[src/rtl/iig_rect_sum_if.sv]
// Rectangle-sum request/result bus plus the integral-image RAM read port.
interface iig_rect_sum_if #(
  parameter int unsigned DATA_W  = 21,
  parameter int unsigned COORD_W = 5,
  parameter int unsigned ADDR_W  = 10
);
  logic               iStart;
  logic [COORD_W-1:0] iX;
  logic [COORD_W-1:0] iY;
  logic [COORD_W-1:0] iW;
  logic [COORD_W-1:0] iH;
  logic               oReady;
  logic               oRdEn;
  logic [ADDR_W-1:0]  oRdAddr;
  logic [DATA_W-1:0]  iRdData;
  logic               oValid;
  logic [DATA_W-1:0]  oSum;
  logic               oErr;

  // Requester side: issues rectangles, serves RAM reads, consumes results.
  modport master (
    output iStart, iX, iY, iW, iH, iRdData,
    input  oReady, oRdEn, oRdAddr, oValid, oSum, oErr
  );

  // Rectangle-sum engine side.
  modport slave (
    input  iStart, iX, iY, iW, iH, iRdData,
    output oReady, oRdEn, oRdAddr, oValid, oSum, oErr
  );
endinterface

[src/rtl/iig_rect_sum.sv]
// Integral-image rectangle sum: four corner reads, sum = D - B - C + A.
module iig_rect_sum #(
  parameter int unsigned DATA_W  = 21,
  parameter int unsigned IMG_W   = 24,
  parameter int unsigned IMG_H   = 24,
  parameter int unsigned COORD_W = 5,
  parameter int unsigned ADDR_W  = 10,
  parameter int unsigned RD_LAT  = 1
) (
  input logic          iClk,
  input logic          iReset_n,
  iig_rect_sum_if.slave bus
);

  localparam logic [ADDR_W-1:0]  STRIDE = ADDR_W'(IMG_W + 1);
  localparam logic [COORD_W:0]   MAX_X  = (COORD_W+1)'(IMG_W);
  localparam logic [COORD_W:0]   MAX_Y  = (COORD_W+1)'(IMG_H);

  typedef enum logic [2:0] {IDLE, RD_A, RD_B, RD_C, RD_D, WAIT, ERR} state_t;

  state_t             state;
  logic               ready;
  logic               rdEn;
  logic [ADDR_W-1:0]  rdAddr;
  logic               valid;
  logic [DATA_W-1:0]  sum;
  logic               err;
  logic [DATA_W-1:0]  acc;
  logic [DATA_W-1:0]  accNext;
  logic [ADDR_W-1:0]  addrA;
  logic [ADDR_W-1:0]  rowOff;
  logic [ADDR_W-1:0]  wOff;
  logic [1:0]         corner;
  // Tag per in-flight read: {valid, corner index}
  logic [2:0]         tagPipe [RD_LAT];

  logic [COORD_W:0]   xEnd;
  logic [COORD_W:0]   yEnd;
  logic               reqErr;
  logic [ADDR_W-1:0]  reqAddrA;
  logic [2:0]         retTag;

  assign bus.oReady  = ready;
  assign bus.oRdEn   = rdEn;
  assign bus.oRdAddr = rdAddr;
  assign bus.oValid  = valid;
  assign bus.oSum    = sum;
  assign bus.oErr    = err;

  assign xEnd     = {1'b0, bus.iX} + {1'b0, bus.iW};
  assign yEnd     = {1'b0, bus.iY} + {1'b0, bus.iH};
  assign reqErr   = (bus.iW == '0) || (bus.iH == '0) || (xEnd > MAX_X) || (yEnd > MAX_Y);
  assign reqAddrA = ADDR_W'(bus.iY) * STRIDE + ADDR_W'(bus.iX);
  assign retTag   = tagPipe[RD_LAT-1];

  // Signed accumulation of the corner currently on the read-data bus (B and C subtract).
  always_comb begin
    accNext = acc;
    if (retTag[2]) begin
      if (retTag[1:0] == 2'd1 || retTag[1:0] == 2'd2)
        accNext = acc - bus.iRdData;
      else
        accNext = acc + bus.iRdData;
    end
  end

  // Request FSM, read issue, return tracking and result registers.
  always_ff @(posedge iClk) begin
    if (!iReset_n) begin
      state  <= IDLE;
      ready  <= 1'b1;
      rdEn   <= 1'b0;
      rdAddr <= '0;
      valid  <= 1'b0;
      sum    <= '0;
      err    <= 1'b0;
      acc    <= '0;
      addrA  <= '0;
      rowOff <= '0;
      wOff   <= '0;
      corner <= '0;
      for (int unsigned i = 0; i < RD_LAT; i++) tagPipe[i] <= '0;
    end else begin
      valid      <= 1'b0;
      acc        <= accNext;
      tagPipe[0] <= {rdEn, corner};
      for (int unsigned i = 1; i < RD_LAT; i++) tagPipe[i] <= tagPipe[i-1];

      case (state)
        IDLE: begin
          if (bus.iStart) begin
            ready <= 1'b0;
            acc   <= '0;
            if (reqErr) begin
              state <= ERR;
            end else begin
              state  <= RD_A;
              rdEn   <= 1'b1;
              rdAddr <= reqAddrA;
              addrA  <= reqAddrA;
              rowOff <= ADDR_W'(bus.iH) * STRIDE;
              wOff   <= ADDR_W'(bus.iW);
              corner <= 2'd0;
            end
          end
        end
        RD_A: begin
          rdAddr <= rdAddr + wOff;
          corner <= 2'd1;
          state  <= RD_B;
        end
        RD_B: begin
          rdAddr <= addrA + rowOff;
          corner <= 2'd2;
          state  <= RD_C;
        end
        RD_C: begin
          rdAddr <= rdAddr + wOff;
          corner <= 2'd3;
          state  <= RD_D;
        end
        RD_D: begin
          rdEn  <= 1'b0;
          state <= WAIT;
        end
        WAIT: begin
          // D is the last corner; its return completes the sum.
          if (retTag[2] && retTag[1:0] == 2'd3) begin
            sum   <= accNext;
            valid <= 1'b1;
            err   <= 1'b0;
            ready <= 1'b1;
            state <= IDLE;
          end
        end
        ERR: begin
          sum   <= '0;
          valid <= 1'b1;
          err   <= 1'b1;
          ready <= 1'b1;
          state <= IDLE;
        end
        default: state <= IDLE;
      endcase
    end
  end

endmodule

[src/flat_wrapper.sv]
// flat-port wrapper written by rule: the top's interface ports become plain ports
module iig_rect_sum_flat 
#(
  parameter int unsigned DATA_W  = 21,
  parameter int unsigned IMG_W   = 24,
  parameter int unsigned IMG_H   = 24,
  parameter int unsigned COORD_W = 5,
  parameter int unsigned ADDR_W  = 10,
  parameter int unsigned RD_LAT  = 1
)
  (iClk, iReset_n, bus_iStart, bus_iX, bus_iY, bus_iW, bus_iH, bus_iRdData, bus_oReady, bus_oRdEn, bus_oRdAddr, bus_oValid, bus_oSum, bus_oErr);
  iig_rect_sum_if #(.DATA_W(DATA_W), .COORD_W(COORD_W), .ADDR_W(ADDR_W)) bus_i ();
  input logic iClk;
  input logic iReset_n;
  input wire logic [$bits(bus_i.iStart)-1:0] bus_iStart;
  input wire logic [$bits(bus_i.iX)-1:0] bus_iX;
  input wire logic [$bits(bus_i.iY)-1:0] bus_iY;
  input wire logic [$bits(bus_i.iW)-1:0] bus_iW;
  input wire logic [$bits(bus_i.iH)-1:0] bus_iH;
  input wire logic [$bits(bus_i.iRdData)-1:0] bus_iRdData;
  output wire logic [$bits(bus_i.oReady)-1:0] bus_oReady;
  output wire logic [$bits(bus_i.oRdEn)-1:0] bus_oRdEn;
  output wire logic [$bits(bus_i.oRdAddr)-1:0] bus_oRdAddr;
  output wire logic [$bits(bus_i.oValid)-1:0] bus_oValid;
  output wire logic [$bits(bus_i.oSum)-1:0] bus_oSum;
  output wire logic [$bits(bus_i.oErr)-1:0] bus_oErr;
  assign bus_i.iStart = bus_iStart;
  assign bus_i.iX = bus_iX;
  assign bus_i.iY = bus_iY;
  assign bus_i.iW = bus_iW;
  assign bus_i.iH = bus_iH;
  assign bus_i.iRdData = bus_iRdData;
  assign bus_oReady = bus_i.oReady;
  assign bus_oRdEn = bus_i.oRdEn;
  assign bus_oRdAddr = bus_i.oRdAddr;
  assign bus_oValid = bus_i.oValid;
  assign bus_oSum = bus_i.oSum;
  assign bus_oErr = bus_i.oErr;
  iig_rect_sum #(.DATA_W(DATA_W), .IMG_W(IMG_W), .IMG_H(IMG_H), .COORD_W(COORD_W), .ADDR_W(ADDR_W), .RD_LAT(RD_LAT)) u_core (.iClk(iClk), .iReset_n(iReset_n), .bus(bus_i));
endmodule
[config.mk]
export PLATFORM = sky130hd
export DESIGN_NAME = iig_rect_sum_flat
export DESIGN_NICKNAME = d
export VERILOG_FILES = /design/src/rtl/iig_rect_sum_if.sv /design/src/rtl/iig_rect_sum.sv /design/src/flat_wrapper.sv
export SDC_FILE = /design/constraint.sdc
export NUM_CORES = 1
export LEC_CHECK = 0
export ABC_AREA = 1
export CELL_PAD_IN_SITES_DETAIL_PLACEMENT = 1
export CELL_PAD_IN_SITES_GLOBAL_PLACEMENT = 1
export CORE_UTILIZATION = 46
export DETAILED_ROUTE_END_ITERATION = 8
export DONT_BUFFER_PORTS = 1
export GPL_TIMING_DRIVEN = 0
export PLACE_DENSITY_LB_ADDON = 0.12
export SLEW_MARGIN = 20
export SYNTH_ARGS = -nofsm -noshare
export SYNTH_HDL_FRONTEND = slang
export SYNTH_SLANG_ARGS = --single-unit
[constraint.sdc]
create_clock -name iClk -period 3.83 [get_ports iClk]
set_clock_uncertainty 0.15 [all_clocks]
set_input_delay 0.766 -clock iClk [delete_from_list [all_inputs] [get_ports iClk]]
set_output_delay 0.766 -clock iClk [all_outputs]
set_load 0.005 [all_outputs]
# Word level (Yosys, flattened, before mapping)
# Memory sizes are Yosys's and may differ from the RTL's.
# Index checks and enable logic that the tools add are counted.
[word_totals]
ff_bits = 86
ramBits = 3
in_bits = 44
output_inout_bits = 35
word_cells = 89
n_memories = 1
[mem_list]
columns = ["memory", "words", "word_bits", "read_ports", "rd_ports_with_merged_regs", "wr", "line_no", "rtl"]
rows = [
  ["u_core.tagPipe", 1, 3, 1, 0, 1, "iig_rect_sum.sv:35", "logic [2:0] tagPipe [RD_LAT];"],
]
[classes]
n_addsub = 7
multipliers = 2
order_cmp = 2
n_eq_ne = 12
muxes = 30
n_bitwise = 1
n_reduce_logical = 22
[ops]
columns = ["op", "n"]
rows = [
  ["$mux 21", 5],
  ["$pmux 21 s2", 1],
  ["$pmux 10 s3", 1],
  ["$add 21x21->21", 1],
  ["$sub 21x21->21", 1],
  ["$add 10x5->10", 2],
  ["$mul 5x5->10 const B", 2],
  ["$mux 10", 2],
  ["$pmux 3 s6", 1],
  ["$reduce_and 3->1", 5],
  ["$add 5x5->6", 2],
  ["$gt 6x5->1 const B", 2],
  ["$mux 3", 4],
  ["$add 10x10->10", 1],
  ["$logic_not 5->1", 2],
  ["$eq 3x3->1 const B", 3],
  ["$mux 1", 9],
  ["$pmux 2 s4", 1],
  ["$eq 3x2->1 const B", 2],
  ["$pmux 1 s2", 3],
  ["$reduce_bool 3->1", 2],
  ["$eq 2x2->1 const B", 2],
  ["$logic_or 1x1->1", 4],
  ["$mux 2", 2],
  ["other kinds (13)", 16],
]

# Longest topological paths before layout
[depth]
word_depth = 7
depth_mapped = 22

# Worst setup path after synthesis
# No wires, ideal clock.
[synth_timing]
path_kind = "input port to flip-flop"
from = "in bus_iY[4]"
to = "reg u_core.rdAddr[5] (netlist: u_core.bus.oRdAddr[5])"
arrival_time_ns = 3.043
required_ns = 3.616
path_slack_ns = 0.573
path_stages = 15
path_buffers = 0
path_cell_list = "ha_1 > ha_1 > inv_1 > fa_1 > inv_1 > ha_1 > nand2_1 > inv_1 > nand2_1 > nand3_1 > xnor2_1 > or2_0 > o211ai_1 > o21ai_1 > nor2_1"
[synth_via]
elab_chain_cells = 5
[synth_rtl]
columns = ["element", "line_no", "rtl"]
rows = [
  ["start: declaration", "flat_wrapper.sv:17", "input wire logic [$bits(bus_i.iY)-1:0] bus_iY;"],
  ["$mul 5x5->10 or $add 5x5->6 (tied branches)", "iig_rect_sum.sv:53, iig_rect_sum.sv:51", ""],
  ["$add 10x5->10 or $gt 6x5->1 (tied branches)", "iig_rect_sum.sv:53, iig_rect_sum.sv:52", ""],
  ["$mux 10 or $logic_or 1x1->1 (tied branches)", "iig_rect_sum.sv:94, iig_rect_sum.sv:52", ""],
  ["$mux 10 or $ne 2x2->1 (tied branches)", "-", ""],
  ["$pmux 10 s3 or $reduce_and 3->1 (tied branches)", "-", ""],
  ["end signal: assignment", "iig_rect_sum.sv:99", "rdAddr <= reqAddrA;"],
  ["end signal: assignment", "iig_rect_sum.sv:108", "rdAddr <= rdAddr + wOff;"],
  ["end signal: assignment", "iig_rect_sum.sv:113", "rdAddr <= addrA + rowOff;"],
  ["end: declaration", "iig_rect_sum.sv:24", "logic [ADDR_W-1:0] rdAddr;"],
]
# Several ways; a longest one is shown, not always the timed one. The select of a mux whose other input is x is not followed.
# A chain may end at the register's enable or synchronous reset.

# Final worst setup path
[layout_timing]
from = "mem u_core.tagPipe[0][1]"
to = "reg u_core.sum[18] (netlist: u_core.bus.oSum[18])"
[layout_via]
elab_chain_cells = 7
[layout_rtl]
columns = ["element", "line_no", "rtl"]
rows = [
  ["start: declaration", "iig_rect_sum.sv:35", ""],
  ["$mem_v2 1x3 (*)", "-", ""],
  ["$eq 2x1->1 or $eq 2x2->1 (tied branches)", "iig_rect_sum.sv:60", "if (retTag[1:0] == 2'd1 || retTag[1:0] == 2'd2)"],
  ["$logic_or 1x1->1", "iig_rect_sum.sv:60", ""],
  ["$mux 21", "iig_rect_sum.sv:60", ""],
  ["$mux 21", "iig_rect_sum.sv:59", "if (retTag[2]) begin"],
  ["$mux 21", "iig_rect_sum.sv:128", "if (retTag[2] && retTag[1:0] == 2'd3) begin"],
  ["$pmux 21 s2", "iig_rect_sum.sv:89", "case (state)"],
  ["end signal: assignment", "iig_rect_sum.sv:129", "sum <= accNext;"],
  ["end: declaration", "iig_rect_sum.sv:26", "logic [DATA_W-1:0] sum;"],
]
# Every way passes the cells marked *; elsewhere a longest branch is shown, timed or not. The select of a mux whose other input is x is not followed.

==> impl_metrics.env <==
export IMPL_yosys_cell_count_top_type="nand2_1"
export IMPL_drtAntennaViolNets=0
export IMPL_fin_tns_setup_ns=0
export IMPL_syn_area_sq_um=7520
export IMPL_area_growth_pct=7.77
export IMPL_fin_nets=1302
export IMPL_die_area_sq_um=16900
export IMPL_instances_no_fill=1378
export IMPL_place_ws_ns=-0.180
export IMPL_cp_end_kind="flop"
export IMPL_grt_max_degree=17
export IMPL_synth_flop_cell="dfxtp_1"
export IMPL_reg2reg_depth=19
export IMPL_power_density_nw_per_um2=466
export IMPL_required_ns=3.97
export IMPL_placed_area_sq_um=7790
export IMPL_crit_path_max_fanout=10
export IMPL_yosys_top_cells_count="287 x nand2_1, 152 x inv_1, 122 x nor2_1"
export IMPL_fmax_mhz=275
export IMPL_insertion_delay_ns=0.36
export IMPL_r2r_end="u_core.bus.oSum[18]$_SDFFE_PN0P_"
export IMPL_status="finished, final reports clean"
export IMPL_criticalPathCategory="flop to flop"
export IMPL_setup_viol=0
export IMPL_placedCellCount=1362
export IMPL_h_tree_depth=3
export IMPL_clock_sinks=89
export IMPL_hold_viol_final=0
export IMPL_worstHoldPathType="flop to flop"
export IMPL_synth_top_area_share_pct=23.7
export IMPL_drive_above_1_share_pct=6.11
export IMPL_core_region_area_sq_um=15900
export IMPL_post_cts_hold_buffer_count=0
export IMPL_fin_crit_sh_pct=94.8
export IMPL_cts_tree="done"
export IMPL_start_util_pct=47.2
export IMPL_clock_path_buffers=2
export IMPL_clkTransAtPathRegs_ns=0.07
export IMPL_ff2ff_setup_slack_ns=0.20
export IMPL_num_rows=46
export IMPL_syn_avg_cell_area_sq_um=6.56
export IMPL_async_reset_ff_share_pct=0
export IMPL_worst_pin_slew_ns=0.916
export IMPL_timing_hold_ws_ns=0.282
export IMPL_pin_count=79
export IMPL_cts_root_buf="clkbuf_16"
export IMPL_stdcell_area_sq_um=8100
export IMPL_rsz0062_at_grt="no"
export IMPL_maxCapViolCount=0
export IMPL_period_needed_ns=3.63
export IMPL_io_buffers=0
export IMPL_yosysTopAreaCell="dfxtp_1"
export IMPL_hpwl_um=18800
export IMPL_antenna_found_initial=0
export IMPL_setup_slack_ns=0.198
export IMPL_ys_types=42
export IMPL_via_count=7423
export IMPL_overflow=0
export IMPL_ys_seq_elements=89
export IMPL_synth_area_leaders="dfxtp_1 24%, ha_1 15%, nand2_1 14%"
export IMPL_crit_end="u_core.bus.oSum[18]$_SDFFE_PN0P_"
export IMPL_diodes=0
export IMPL_totalWireLength_um=23100
export IMPL_cp_start_kind="flop"
export IMPL_post_drt_wl_per_cell_um=16.8
export IMPL_slew_headroom_pct=38.6
export IMPL_critPathArrivalTime_ns=3.77
export IMPL_yosys_warnings=0
export IMPL_regToRegStartpoint="u_core.tagPipe[0][1]$_SDFF_PN0_"
export IMPL_vias_per_cell=5.39
export IMPL_cts_buffers=9
export IMPL_synth_edf_count=0
export IMPL_syn_inst=1146
export IMPL_drtPass1Iterations=5
export IMPL_ir_drop_mv=0.250
export IMPL_gp_congestion=0.867
export IMPL_grt_usage_pct=28.6
export IMPL_die_y_um=130
export IMPL_power_leakage_nw=4.08
export IMPL_grt_pass1_vias=7350
export IMPL_die_w_um=130
export IMPL_slew_viol_final=0
export IMPL_detail_route_iter0_violations=430
export IMPL_grt_pass1_wl_um=37200
export IMPL_ys_seq_area_share_pct=23.7
export IMPL_crit_start="u_core.tagPipe[0][1]$_SDFF_PN0_"
export IMPL_syn_num_nets=1291
export IMPL_drc=0
## cell type report
| class | instances | area, sq um |
|---|---|---|
| Clock buffer | 9 | 225 |
| Clock inverter | 7 | 52.6 |
| Multi-Input combinational cell | 869 | 5020 |
| Fill cell | 2172 | 7840 |
| Sequential cell | 89 | 1780 |
| Inverter | 164 | 618 |
| Tap cell | 216 | 270 |
| Buffer | 24 | 129 |
## sequential cells by signal, summed over array words and instances, names as in the netlist, named ones only
register and cells:
u_core.bus.oRdEn 1, u_core.acc 20, u_core.state 3, u_core.bus.oValid 1, u_core.wOff 5, u_core.corner 2
u_core.addrA 10, u_core.tagPipe 3, u_core.bus.oErr 1, u_core.bus.oRdAddr 10, u_core.bus.oReady 1, u_core.rowOff 10
u_core.bus.oSum 21
## worst max-delay path, cell delays in order, from the launching register on
cell and delay [ns]:
dfxtp_1 0.31, ha_2 0.39, clkbuf_2 0.33, nor2_1 0.12
nor2_2 0.17, nand2_2 0.12, nor2_4 0.13, o21ai_1 0.09
xnor2_1 0.15, ha_1 0.38, nand2_1 0.15, nor2_1 0.18
inv_1 0.07, nor2_1 0.13, nand4_1 0.18, nand3_1 0.15
nand2_1 0.05, nand3_1 0.09, nand3_1 0.08, a21oi_1 0.12
## layer usage
layer	routed length [um]	global-route usage, %
met2	9960	44.1
met4	224	5.81
met1	11400	40.4
met5	0	0
met3	1520	6.77
## worst min-delay path by stage
stage	slack [ns]	to	cells past startpoint	from
detailed placement	0.27	u_core.tagPipe[0][1]$_SDFF_PN0_	2	u_core.corner[1]$_SDFFE_PN0P_
CTS	0.28	u_core.tagPipe[0][1]$_SDFF_PN0_	2	u_core.corner[1]$_SDFFE_PN0P_
global placement	0.27	u_core.tagPipe[0][1]$_SDFF_PN0_	2	u_core.corner[1]$_SDFFE_PN0P_
finish	0.28	u_core.tagPipe[0][1]$_SDFF_PN0_	2	u_core.corner[1]$_SDFFE_PN0P_
global route	0.31	u_core.tagPipe[0][0]$_SDFF_PN0_	2	u_core.corner[0]$_SDFFE_PN0P_
floorplan	0.25	u_core.tagPipe[0][1]$_SDFF_PN0_	2	u_core.corner[1]$_SDFFE_PN0P_
## power breakdown
group / total, mW / switching (mW) / leakage (nW) / internal [mW]
Combinational: 1.72 / 1.15 / 3.22 / 0.571
Sequential: 1.20 / 0.143 / 0.721 / 1.05
Clock: 0.865 / 0.419 / 0.137 / 0.446
## through the flow
stage / util, % / power, mW
6_report: 50.8 / 3.78
5_1_grt: 50.8 / 4.05
4_1_cts: 50.7 / 3.77
3_5_place_dp: 48.8 / 2.89
3_3_place_gp: 48.8 / 2.84
2_1_floorplan: - / 2.41
## kinds of logic after synthesis
| group | count (synthesis) | synth area share, % |
|---|---|---|
| and+or+nand+nor | 580 | 33.3 |
| buffers and inverters | 188 | 9.89 |
| AOI/OAI and AO/OA | 150 | 11.0 |
| adders and majority gates | 101 | 17.7 |
| DFF | 89 | 23.7 |
| xor gates and xnor gates | 38 | 4.43 |
## timing repair
| action | 4_1_cts | 5_1_grt |
|---|---|---|
| resized for setup | 3 | 8 |
| buffers inserted | 0 | 0 |
| gates cloned | 0 | 0 |
| setup endpoints to repair | 6 | 8 |
## placed cells by master, fill, tap and decap left out, types with 6 or more instances in the layout
cell type,count
nand2_1,286
inv_1,152
nor2_1,119
nand3_1,104
ha_1,91
dfxtp_1,89
a21oi_1,59
o21ai_0,33
o21ai_1,32
nand4_1,24
xor2_1,23
xnor2_1,15
clkbuf_1,14
inv_2,11
fa_1,9
clkbuf_16,9
or2_2,8
a21oi_2,8
nor2_2,7
nor3_1,6
nand3b_1,6
No activity file was read; power rests on OpenSTA's default activity.
